==> config.mk <==
export PLATFORM = sky130hd
export DESIGN_NAME = imply_serial_adder
export DESIGN_NICKNAME = d
export VERILOG_FILES = /design/src/rtl/imply_pkg.sv /design/src/rtl/FullAdder_Imply.sv /design/src/rtl/imply_serial_adder.sv
export SDC_FILE = /design/constraint.sdc
export NUM_CORES = 1
export LEC_CHECK = 0
export CORE_UTILIZATION = 54
export DETAILED_ROUTE_END_ITERATION = 6
export HOLD_SLACK_MARGIN = 0.05
export PLACE_DENSITY = 0.93
export SLEW_MARGIN = 10
export SYNTH_ARGS = -nofsm -noshare
export SYNTH_HDL_FRONTEND = slang
export SYNTH_SLANG_ARGS = --single-unit
==> constraint.sdc <==
create_clock -name clk -period 3.8 [get_ports clk]
set_clock_uncertainty 0.05 [all_clocks]
set_input_delay 1.14 -clock clk [delete_from_list [all_inputs] [get_ports clk]]
set_output_delay 1.14 -clock clk [all_outputs]
set_load 0.005 [all_outputs]
==> src/rtl/imply_pkg.sv <==
// Shared definitions for the IMPLY-logic serial adder: state encoding and default width.
package imply_pkg;

  localparam int unsigned WIDTH_DEF = 8;

  typedef enum logic [1:0] {
    IDLE = 2'd0,
    RUN  = 2'd1,
    DONE = 2'd2
  } state_t;

endpackage

==> src/rtl/FullAdder_Imply.sv <==
// Single-bit full adder expressed purely with material implication (p -> q) and constant FALSE.
module FullAdder_Imply (
  input  logic A,
  input  logic B,
  input  logic Cin,
  output logic Sum,
  output logic Cout
);

  function automatic logic imp(input logic p, input logic q);
    return ~p | q;
  endfunction

  function automatic logic inot(input logic x);
    return imp(x, 1'b0);
  endfunction

  function automatic logic iand(input logic x, input logic y);
    return inot(imp(x, inot(y)));
  endfunction

  function automatic logic ior(input logic x, input logic y);
    return imp(inot(x), y);
  endfunction

  function automatic logic ixor(input logic x, input logic y);
    return inot(iand(imp(x, y), imp(y, x)));
  endfunction

  logic w_ab_xor;

  always_comb begin
    w_ab_xor = ixor(A, B);
    Sum      = ixor(w_ab_xor, Cin);
    Cout     = ior(iand(A, B), iand(Cin, w_ab_xor));
  end

endmodule

==> src/rtl/imply_serial_adder.sv <==
// Bit-serial WIDTH-bit adder: one FullAdder_Imply, LSB first, registered carry, valid/ready on both sides.
module imply_serial_adder
  import imply_pkg::*;
#(
  parameter int unsigned WIDTH = WIDTH_DEF,
  parameter int unsigned CNT_W = $clog2(WIDTH + 1)
) (
  input  logic             clk,
  input  logic             rst,
  input  logic             in_valid,
  output logic             in_ready,
  input  logic [WIDTH-1:0] a,
  input  logic [WIDTH-1:0] b,
  input  logic             cin,
  output logic             out_valid,
  input  logic             out_ready,
  output logic [WIDTH-1:0] sum,
  output logic             cout,
  output logic             busy
);

  localparam logic [CNT_W-1:0] LAST_BIT = CNT_W'(WIDTH - 1);

  state_t           r_state;
  logic [WIDTH-1:0] r_a_sh;
  logic [WIDTH-1:0] r_b_sh;
  logic [WIDTH-1:0] r_sum_sh;
  logic [WIDTH-1:0] r_sum;
  logic             r_carry;
  logic             r_cout;
  logic [CNT_W-1:0] r_cnt;
  logic             w_fa_sum;
  logic             w_fa_cout;
  logic [WIDTH-1:0] w_sum_next;

  FullAdder_Imply u_fa (
    .A    (r_a_sh[0]),
    .B    (r_b_sh[0]),
    .Cin  (r_carry),
    .Sum  (w_fa_sum),
    .Cout (w_fa_cout)
  );

  // Written as shift-then-overwrite so the WIDTH=1 build needs no empty slice.
  always_comb begin
    w_sum_next            = r_sum_sh >> 1;
    w_sum_next[WIDTH-1]   = w_fa_sum;
  end

  always_ff @(posedge clk or posedge rst) begin
    if (rst) begin
      r_state  <= IDLE;
      r_a_sh   <= '0;
      r_b_sh   <= '0;
      r_sum_sh <= '0;
      r_sum    <= '0;
      r_carry  <= 1'b0;
      r_cout   <= 1'b0;
      r_cnt    <= '0;
    end else begin
      case (r_state)
        IDLE: begin
          if (in_valid) begin
            r_a_sh  <= a;
            r_b_sh  <= b;
            r_carry <= cin;
            r_cnt   <= '0;
            r_state <= RUN;
          end
        end
        RUN: begin
          r_a_sh   <= r_a_sh >> 1;
          r_b_sh   <= r_b_sh >> 1;
          r_sum_sh <= w_sum_next;
          r_carry  <= w_fa_cout;
          r_cnt    <= r_cnt + CNT_W'(1);
          // Result is copied to dedicated output registers so sum/cout stay put during the next RUN.
          if (r_cnt == LAST_BIT) begin
            r_sum   <= w_sum_next;
            r_cout  <= w_fa_cout;
            r_state <= DONE;
          end
        end
        DONE: begin
          if (out_ready) r_state <= IDLE;
        end
        default: r_state <= IDLE;
      endcase
    end
  end

  always_comb begin
    in_ready  = (r_state == IDLE);
    out_valid = (r_state == DONE);
    busy      = (r_state != IDLE);
    sum       = r_sum;
    cout      = r_cout;
  end

endmodule

# Word-level counts from Yosys, hierarchy flattened
# Cells that the tools add are included.
[totals]
reg_bits = 40
inputBits = 21
[classes]
n_addsub = 1
eq_ne = 6
n_mux = 12
n_bitwise = 19
reduce_logical = 6
[op_table]
columns = ["op", "n"]
rows = [
  ["$pmux W8 S2", 2],
  ["$mux W8", 2],
  ["$not A1 Y1", 10],
  ["$or A1 B1 Y1", 9],
  ["$pmux W4 S2", 1],
  ["$mux W2", 3],
  ["$pmux W2 S3", 1],
  ["$add A4 B1 Y4 const B", 1],
  ["$eq A4 B3 Y1 const B", 1],
  ["$mux W4", 1],
  ["$ne A2 B2 Y1 const B", 2],
  ["$reduce_and A2 Y1", 2],
  ["$reduce_bool A2 Y1", 2],
  ["$reduce_and A3 Y1", 1],
  ["$eq A2 B1 Y1 const B", 1],
  ["$eq A2 B2 Y1 const B", 1],
  ["$logic_not A2 Y1", 1],
  ["$ne A2 B1 Y1 const B", 1],
  ["$pmux W1 S2", 1],
  ["$mux W1", 1],
]

# Depth between registers and ports, before layout
[logic_depth]
depth_word = 9
ltp_mapped = 4
depth_no_buf = 4

# Cells and area by module
# A second synthesis with hierarchy kept.
[hier_totals]
hier_cells = 136
area_unflattened_um2 = 1645.3
[by_module_without_submodules]
columns = ["mod", "instances", "cells_each", "area_each_um2", "seq_area_each_um2"]
rows = [
  ["imply_serial_adder", 1, 135, 1625.3, 975.9],
  ["FullAdder_Imply", 1, 1, 20.0, 0.0],
]

# Least setup slack after synthesis
# OpenSTA, ideal clock, no wires.
[synth_timing]
path_kind = "register to output"
startpoint = "register r_state[1]"
endpoint = "output in_ready"
arrival_ps = 953
required_time_ps = 2610
slack_ps = 1657
stages_incl_launch_ff = 4
n_path_buf = 1
cell_sequence = "dfrtp_1 -> clkbuf_1 -> or2_2 -> inv_1"
[synth_between]
elab_chain_len = 1
[synth_rtl]
columns = ["item", "line_no", "source"]
rows = [
  ["from (decl)", "imply_serial_adder.sv:24", "state_t r_state;"],
  ["from (signal assigned)", "imply_serial_adder.sv:52", "r_state <= IDLE;"],
  ["from (signal assigned)", "imply_serial_adder.sv:68", "r_state <= RUN;"],
  ["from (signal assigned)", "imply_serial_adder.sv:81", "r_state <= DONE;"],
  ["$logic_not A2 Y1", "imply_serial_adder.sv:93", "in_ready = (r_state == IDLE);"],
  ["to (decl)", "imply_serial_adder.sv:11", "output logic in_ready,"],
]
# No other way between the ends.

# Final worst setup path
[layout_timing]
startpoint = "register r_state[0]"
endpoint = "output in_ready"
# Same word-level chain as after synthesis.

==> out/results.ini <==
[worst_hold_path]
timing.hold.worst.class=register to register

[critical_path]
crit_fanout=26
arrival_ns=1.95
critical_path.top_delay_family=flip-flops
worstPathRequired_ns=2.61
crit_chain=or2_2 -> inv_1 -> clkdlybuf4s50_1
slowest_stage=sky130_fd_sc_hd__dfrtp_1
endpoint_kind=output pin
worstPathBufferInverterCount=2
slowest_delay_ns=0.64
setup.worst_path.class=register to output pin
crit_path_start_kind=register

[sta]
timing.fmax_ghz=0.3188
period_share_pct=82.55
timing_hold_violations_final=0
rsz0062_at_grt=no
maxSlewViolCount=0
slew_at_the_pin_closest_to_its_max_slew_limit_ns=0.6703
slew_headroom_pct=55.31
setup_slack_after_layout_ns=0.6632
worst_hold_slack_ns=0.4540
tns_ns=0
setup_viol=0
period_minus_slack_ns=3.137

[synthesis]
yosysTopAreaCell=sky130_fd_sc_hd__dfrtp_1
synth-main-ff-cell=sky130_fd_sc_hd__dfrtp_1
ys_seq_elements=39
postSynth.asyncResetShare_pct=100.0
yosys_warnings=0
synthTopCellsByCount=sky130_fd_sc_hd__dfrtp_1 (39), sky130_fd_sc_hd__nand2_1 (28), sky130_fd_sc_hd__o21ai_0 (18), sky130_fd_sc_hd__nor2b_1 (17), sky130_fd_sc_hd__a21oi_1 (16)
yosysMostFrequentCell=sky130_fd_sc_hd__dfrtp_1
yosys.cell_types.count=23
synth.top_cells.by_area=sky130_fd_sc_hd__dfrtp_1 (55%), sky130_fd_sc_hd__a22oi_1 (6.4%), sky130_fd_sc_hd__mux2_2 (6.4%)
post_synth_net_total=194
mappedNetlistArea_mm2=0.001772
number_of_enable_type_register_cells_in_the_synthesized_netlist=0
netlist_instances=171
synth_area_per_cell_um2=10.36
synth_top_area_share_pct=55.08
ys_seq_area_share_pct=55.08

[floorplanning]
chipWidth_um=59.28
coreArea_mm2=0.003078
placementRows=20
die_h_um=59.28
start_util_pct=57.56
die_footprint_mm2=0.003514
io_pins=33

[power]
power_density_mw_per_mm2=703.9
p_clk_share_pct=16.8
worst_supply_voltage_drop_on_vdd_mv=0.4744
power_dissipated_by_switching_net_loads_mw=0.5332
power.internal_mw=1.025
comb_power_share_pct=36.8
leakage_nw=0.9929
seq_power_share_pct=46.4
netSwitchingFraction_pct=34.23

[flow_run]
maxCapViolCount=0

[cts]
clock_tree_buffer_depth=2
later_pin_clock_latency_in_the_skew_report_ns=0.34
cts_tree=done
cts-buffers-inserted=5
cts-htree-levels=2
cts.clk_slew.worst_paths_ns=0.11
cts-resized-gates=0
ctsHoldBuffers=0
postCtsSetupBuffers=0
number_of_sinks_on_the_clock_net=39
clk_root_buffer_cell=sky130_fd_sc_hd__clkbuf_4

[placement]
gp_routability_congestion=0.7706
post-place-ws_ns=1.044
dp.final_hpwl_um=2496
port_buffers=32
post_dp_cell_area_mm2=0.002142

[status]
outcome=complete, no violations

[layout]
num_antenna_cells=0
area_delta_synth_final_pct=24.93
drive_above_1_share_pct=11.17
finish.utilization_pct=71.91
final_area_mm2=0.002213
fillCellCount=226
final_nets=229

[global_route]
grt_pass1_wl_um=6092
grt_overflow_total=0
grt_max_degree=40
globalRouteTotalUtil_pct=24.08
grt_pass1_vias=1316
antenna_found_initial=0

[detailed_routing]
drtIter0Drc=58
detail-route-antenna-nets=0
drc_errors=0
routedWlPerCell_um=14.48
detail_route.wirelength_um=3619
post_drt_via_cell_ratio=5.528
num_vias=1382
detailedRoute.firstPassIterationCount=4

==> metrics by stage <==
step	std cells	total power, mW
6_report	250	1.558
5_1_grt	250	1.669
4_1_cts	250	1.568
3_5_place_dp	243	1.299
3_3_place_gp	243	1.247
2_1_floorplan	171	1.062
==> worst reg2reg max path: cells and delay by family (launching register included) <==
family           cells  cell delay (ns)
and+or+nand+nor      2             1.01
DFF                  1             0.79
muxes                1             0.42
==> power by group through the flow <==
| stage | sequential (mW) | clock (mW) | combinational (mW) |
|---|---|---|---|
| 2_1_floorplan | 0.690 | 0 | 0.372 |
| 3_3_place_gp | 0.715 | 0 | 0.532 |
| 3_5_place_dp | 0.728 | 0 | 0.571 |
| 4_1_cts | 0.722 | 0.270 | 0.577 |
| 5_1_grt | 0.750 | 0.286 | 0.632 |
| 6_report | 0.723 | 0.262 | 0.573 |
==> cell families (layout without fill, tap and decap cells) <==
group	count (synthesis)	count (layout)	share of synthesized area, %
AND/OR/NAND/NOR	54	54	15.40
buffers and inverters	12	47	3.037
adder cells (fa/ha/maj)	2	2	1.836
AO/OA/AOI/OAI	54	54	18.29
flip-flops	39	39	55.08
multiplexers	10	10	6.356
==> per-layer routing <==
layer | global-route usage, % | wire, um | up-vias
li1 | - | - | 665
met1 | 30.52 | 1534 | 666
met2 | 38.04 | 1803 | 40
met3 | 6.550 | 171 | 11
met4 | 11.90 | 109 | 0
met5 | 0 | 0 | -
==> final cells by class <==
| cell class | count | area, um2 | share of cell area (%) |
|---|---|---|---|
| clock buffer | 6 | 41.29 | 1.865 |
| clock inverter | 1 | 30.03 | 1.357 |
| inverter | 3 | 11.26 | 0.5088 |
| multi-input combinational | 120 | 742.0 | 33.52 |
| sequential | 39 | 975.9 | 44.09 |
| tap | 44 | 55.05 | 2.487 |
| timing repair buffer | 37 | 357.8 | 16.17 |
==> final timing paths <==
kind / slack [ns] / start / end / depth (start not counted)
max: 0.66 / r_state[0] / in_ready / 3
min: 0.45 / r_sum_sh[1] / r_sum_sh[1] / 2
max reg2reg: 1.42 / r_state[0] / sum[7] / 3
min reg2reg: 0.45 / r_sum_sh[1] / r_sum_sh[1] / 2
max in group asynchronous: 2.22 / rst / r_b_sh[7] / 3
min in group asynchronous: 1.14 / rst / r_sum_sh[1] / 3
==> registers in the layout (all words and copies together) (netlist names) <==
name,count
sum,8
r_carry,1
r_a_sh,8
r_cnt,4
r_state,2
r_b_sh,8
cout,1
r_sum_sh,7
==> layout by cell type (no fill, tap or decap), drive strengths merged, types with 3 or more instances in the layout <==
master | synthesis | final
clkdlybuf4s50 | 0 | 32
dfrtp | 39 | 39
clkbuf | 7 | 6
a21oi | 16 | 16
mux2 | 10 | 10
a22oi | 15 | 15
nand2 | 28 | 28
inv | 3 | 3
buf | 2 | 5
nor2b | 17 | 17
o21ai | 18 | 18
Note: power is estimated with default switching activity, not from simulation.
